===== src/rtl/tx_frame_scheduler.sv =====
// Transmit frame scheduler: collects a packet, latches the sorted frame and shifts it out LSB first.
// Build option TX_SCHED_PARITY_EN appends an even-parity bit after the last frame bit.
module tx_frame_scheduler #(
    parameter int PACKET_WIDTH    = 4,
    parameter int INDEX_WIDTH     = 2,
    parameter int PREAMBLE_LENGTH = 8,
    parameter int BIT_PERIOD      = 4,
    parameter int GAP_CYCLES      = 8,
    localparam int FRAME_BITS     = PACKET_WIDTH*(8+INDEX_WIDTH)+PREAMBLE_LENGTH
) (
    input  logic                      clk,
    input  logic                      rst,
    input  logic [7:0]                byte_in,
    input  logic                      byte_valid,
    output logic                      byte_ready,
    output logic [PACKET_WIDTH*8-1:0] sys_packet,
    input  logic [FRAME_BITS-1:0]     sorted_packet_in,
    output logic                      bit_out,
    output logic                      bit_valid,
    output logic                      bit_strobe,
    output logic                      busy,
    output logic                      frame_done
);

    // state | meaning
    // FILL  | accept PACKET_WIDTH bytes into sys_packet
    // LOAD  | one cycle for the sorter to settle, then latch its frame
    // SEND  | shift frame_sr out, BIT_PERIOD clocks per bit
    // GAP   | frame_done cycle plus GAP_CYCLES idle clocks
    localparam logic [1:0] ST_FILL = 2'd0;
    localparam logic [1:0] ST_LOAD = 2'd1;
    localparam logic [1:0] ST_SEND = 2'd2;
    localparam logic [1:0] ST_GAP  = 2'd3;

`ifdef TX_SCHED_PARITY_EN
    localparam int SR_BITS = FRAME_BITS + 1;
`else
    localparam int SR_BITS = FRAME_BITS;
`endif

    localparam int BCW = $clog2(PACKET_WIDTH + 1);
    localparam int BTW = $clog2(SR_BITS + 1);
    localparam int PCW = $clog2(BIT_PERIOD + 1);
    localparam int GCW = $clog2(GAP_CYCLES + 2);

    logic [1:0]         state;
    logic [BCW-1:0]     byte_cnt;
    logic [BTW-1:0]     bit_cnt;
    logic [PCW-1:0]     per_cnt;
    logic [GCW-1:0]     gap_cnt;
    logic [SR_BITS-1:0] frame_sr;
    logic [SR_BITS-1:0] load_val;
    logic               last_clk;
    logic               last_bit;

`ifdef TX_SCHED_PARITY_EN
    // parity rides in the top shift-register bit so it leaves right after the frame
    assign load_val = {^sorted_packet_in, sorted_packet_in};
`else
    assign load_val = sorted_packet_in;
`endif

    assign last_clk = (per_cnt == PCW'(BIT_PERIOD - 1));
    assign last_bit = (bit_cnt == BTW'(SR_BITS - 1));

    assign byte_ready = (state == ST_FILL) && !rst;
    assign busy       = (state != ST_FILL);
    assign bit_valid  = (state == ST_SEND);
    assign bit_out    = bit_valid && frame_sr[0];
    assign bit_strobe = bit_valid && (per_cnt == '0);

    always_ff @(posedge clk) begin
        if (rst) begin
            state      <= ST_FILL;
            byte_cnt   <= '0;
            bit_cnt    <= '0;
            per_cnt    <= '0;
            gap_cnt    <= '0;
            frame_sr   <= '0;
            sys_packet <= '0;
            frame_done <= 1'b0;
        end else begin
            frame_done <= 1'b0;
            case (state)
                ST_FILL: begin
                    if (byte_valid) begin
                        for (int k = 0; k < PACKET_WIDTH; k++) begin
                            if (byte_cnt == BCW'(k)) begin
                                sys_packet[8*k +: 8] <= byte_in;
                            end
                        end
                        if (byte_cnt == BCW'(PACKET_WIDTH - 1)) begin
                            byte_cnt <= '0;
                            state    <= ST_LOAD;
                        end else begin
                            byte_cnt <= byte_cnt + BCW'(1);
                        end
                    end
                end
                ST_LOAD: begin
                    frame_sr <= load_val;
                    bit_cnt  <= '0;
                    per_cnt  <= '0;
                    state    <= ST_SEND;
                end
                ST_SEND: begin
                    if (last_clk) begin
                        per_cnt  <= '0;
                        frame_sr <= frame_sr >> 1;
                        if (last_bit) begin
                            bit_cnt    <= '0;
                            gap_cnt    <= '0;
                            frame_done <= 1'b1;
                            state      <= (GAP_CYCLES == 0) ? ST_FILL : ST_GAP;
                        end else begin
                            bit_cnt <= bit_cnt + BTW'(1);
                        end
                    end else begin
                        per_cnt <= per_cnt + PCW'(1);
                    end
                end
                default: begin
                    // first GAP clock carries frame_done, the remaining GAP_CYCLES are idle
                    if (gap_cnt == GCW'(GAP_CYCLES)) begin
                        gap_cnt <= '0;
                        state   <= ST_FILL;
                    end else begin
                        gap_cnt <= gap_cnt + GCW'(1);
                    end
                end
            endcase
        end
    end

endmodule

===== config.mk =====
export PLATFORM = sky130hd
export DESIGN_NAME = tx_frame_scheduler
export DESIGN_NICKNAME = d
export VERILOG_FILES = /design/src/rtl/tx_frame_scheduler.sv
export SDC_FILE = /design/constraint.sdc
export NUM_CORES = 1
export LEC_CHECK = 0
export CAP_MARGIN = 10
export CORE_ASPECT_RATIO = 0.9
export CORE_MARGIN = 2
export CORE_UTILIZATION = 38
export CTS_BUF_LIST = sky130_fd_sc_hd__clkbuf_16
export DETAILED_ROUTE_END_ITERATION = 12
export PLACE_DENSITY = 0.63
export SYNTH_ARGS = -nofsm -noshare
export SYNTH_HDL_FRONTEND = slang
export SYNTH_SLANG_ARGS = --single-unit

===== constraint.sdc =====
create_clock -name clk -period 2.4 [get_ports clk]
set_clock_uncertainty 0.15 [all_clocks]
set_input_delay 0.24 -clock clk [delete_from_list [all_inputs] [get_ports clk]]
set_output_delay 0.24 -clock clk [all_outputs]
set_load 0.03 [all_outputs]

==> metrics <==
Reg clk slew, reported paths roughly 0.060 ns; Num Clock Sinks 99; Worst-Margin Slew 0.589 ns; Avg Cell Area, Syn 8.85 um2; Final Critical Period roughly 2.1 ns; share of the yosys chip area belonging to registers 0.463; worst-path fanout max 55; VDD IR max 0.000448 V; Post-synth EDFFs 0; gr usage total 0.158; grt ovf 0; placed cells 702; Die Y 105 um; Inserted Clock Buffers 9; H-tree levels 3; vias in the first global route 3291; RSZ-0062 raised after global routing no; min-delay src rst; # port buffers 96; full die area 12100 um2; Setup Viol. Count Final 0; root buffer selected by CTS clkbuf_16; commonest non-fill, non-tap cell in the layout dfxtp_1; grt met1 use 0.219; starting density of the core 0.392; Core ar. 10900 um2; Remaining DRCs 0; initial antenna violation count 0; critical path arrival 1.74 ns; wire length per cell 13.4 um; Worst Path Required 2.01 ns; drt pass-1 iters 4; reg-to-reg critical path endpoint gap_cnt[3]; vias post-DR approximately 3600; Clk Latency, worst-skew pair about 0.33 ns; Rows 36; Max-Cap Viols 0; fillcell total 1064; Worst Hold Depth 3; Final ANT Viol Nets 0; Reg2Reg Setup Slack 0.44 ns; Layout area overhead 32.5%; Synthesis Warnings 0; synth unique cells 39; Ports between 90 and 100; Register Area 1980 um2; Crit Path Category flop to output pin; global-route wire length before repair 15600 um; Leak around 1.9 nW; setup_tns 0 ns; Min-Delay Endpoint frame_sr[47]; fin. max-slew vios 0; Crit. End Element output pin; Mapped Nets about 560; Max Clk Rate between 400 and 500 MHz; postcts setup bufs 0; most frequent cells in the layout dfxtp_1 (99), clkdlybuf4s50_1 (90), nand2_1 (73), nor2_1 (60), a211oi_1 (48); multi-input combinational cell area 2120 um2; async set-reset flop share out of synthesis 0; flops & latches, synth 99; Final HPWL DP 6450 um; final hold vios 0; Pwr Total 4.89 mW; die width 116 um; Post-Syn Area 4280 um2; Synth Instances 483; Inserted Diodes 0; share of layout cells above drive strength 1 0.0477; largest net degree at the start of global routing 96; Total Wirelength 9600 um; Worst R2R Start per_cnt[1]; Iter 0 DRT Violations 167; max-slew headroom at the worst pin 0.604; CTS tree yes; CP startpoint kind flop; status finished clean; R2R depth 5; DR vias/cell approximately 5.0; Max Buffers Root-to-Sink 2; M3 GR Usage 0.0394; Cell Count, Final, Fillers Out 718; Synth Flop Type dfxtp_1; power density of the placed cells 863 nW/um2; routability cong. 0.808; Worst Hold Class input port to flop; Final #Nets 633; period utilization 0.889; grt met2 use 0.243; Top Usage Layer GRT met2
-- cell type report --
class                      instances  area share
clock buffer                       9      0.0397
clock inverter                     7      0.0163
inverter                          12     0.00795
multi-input combinational        340       0.374
sequential                        99       0.350
tap                              152      0.0336
timing repair buffer              99       0.178
-- cells by family after synthesis --
group                      Yosys count  share of synthesized area
and+or+nand+nor                    165                      0.166
adders and majority gates           13                     0.0380
xor gates and xnor gates             3                    0.00615
buffers and inverters               44                     0.0439
DFF                                 99                      0.463
muxes                               48                      0.113
AOI/OAI and AO/OA                  111                      0.170
-- Yosys cell counts, types with 4 or more instances --
cell type	count	area share
nand3_1	4	0.0047
nor2_1	60	0.053
a21oi_1	42	0.049
dfxtp_1	99	0.46
a211oi_1	48	0.084
clkbuf_1	15	0.013
nand2_1	74	0.065
buf_2	15	0.018
o21ai_0	5	0.0059
inv_1	12	0.011
mux2i_1	47	0.11
and2_1	4	0.0059
ha_1	13	0.038
-- what timing repair did --
item	4_1_cts	5_1_grt
hold buffers	0	0
endpoints found under the setup margin	1	1
resized for setup	1	1
-- per-layer routing --
layer  vias up  part of all wire
li1       1854                 -
met1      1635              0.48
met2        85              0.45
met3        12             0.055
met4         0             0.012
met5         -                 0
-- per-stage QoR --
step / setup slack [ns] / instance area (um2) / hold slack (ns) / util
finish: 0.266 / 5670 / 0.303 / 0.520
global route: 0.102 / 5670 / 0.316 / 0.520
CTS: 0.0394 / 5660 / 0.293 / 0.520
detailed placement: 0.318 / 5350 / 0.298 / 0.491
global placement: 0.364 / 5350 / 0.293 / 0.491
floorplan: 0.248 / 4280 / 0.226 / -
-- sequential cells by signal, summed over array words and instances, names as in the netlist --
name and flops:
byte_cnt 3, state 2, sys_packet 32, per_cnt 3, gap_cnt 4, frame_done 1
frame_sr 48, bit_cnt 6
-- power by group --
| group | internal, mW | switching, mW | leakage [nW] | total (mW) |
|---|---|---|---|---|
| clock | 0.911 | 0.610 | 0.153 | 1.52 |
| combinational | 0.504 | 0.572 | 0.934 | 1.08 |
| sequential | 2.06 | 0.229 | 0.803 | 2.29 |
| total | 3.48 | 1.41 | 1.89 | 4.89 |
-- worst max path at each step --
stage | start | endpoint | slack [ns]
3_5_place_dp | state[0] | byte_ready | 0.32
6_report | state[0] | bit_strobe | 0.27
3_3_place_gp | state[0] | byte_ready | 0.36
4_1_cts | state[0] | busy | 0.04
5_1_grt | state[0] | byte_ready | 0.10
2_1_floorplan | state[0] | bit_strobe | 0.25
-- critical path, stage by stage, from the launching register on --
cell	delay, ns
dfxtp_1	0.33
inv_1	0.12
ha_4	0.22
buf_12	0.30
nand2_1	0.09
nor2_1	0.15
buf_4	0.19
Power figures use the tool's default switching activity.
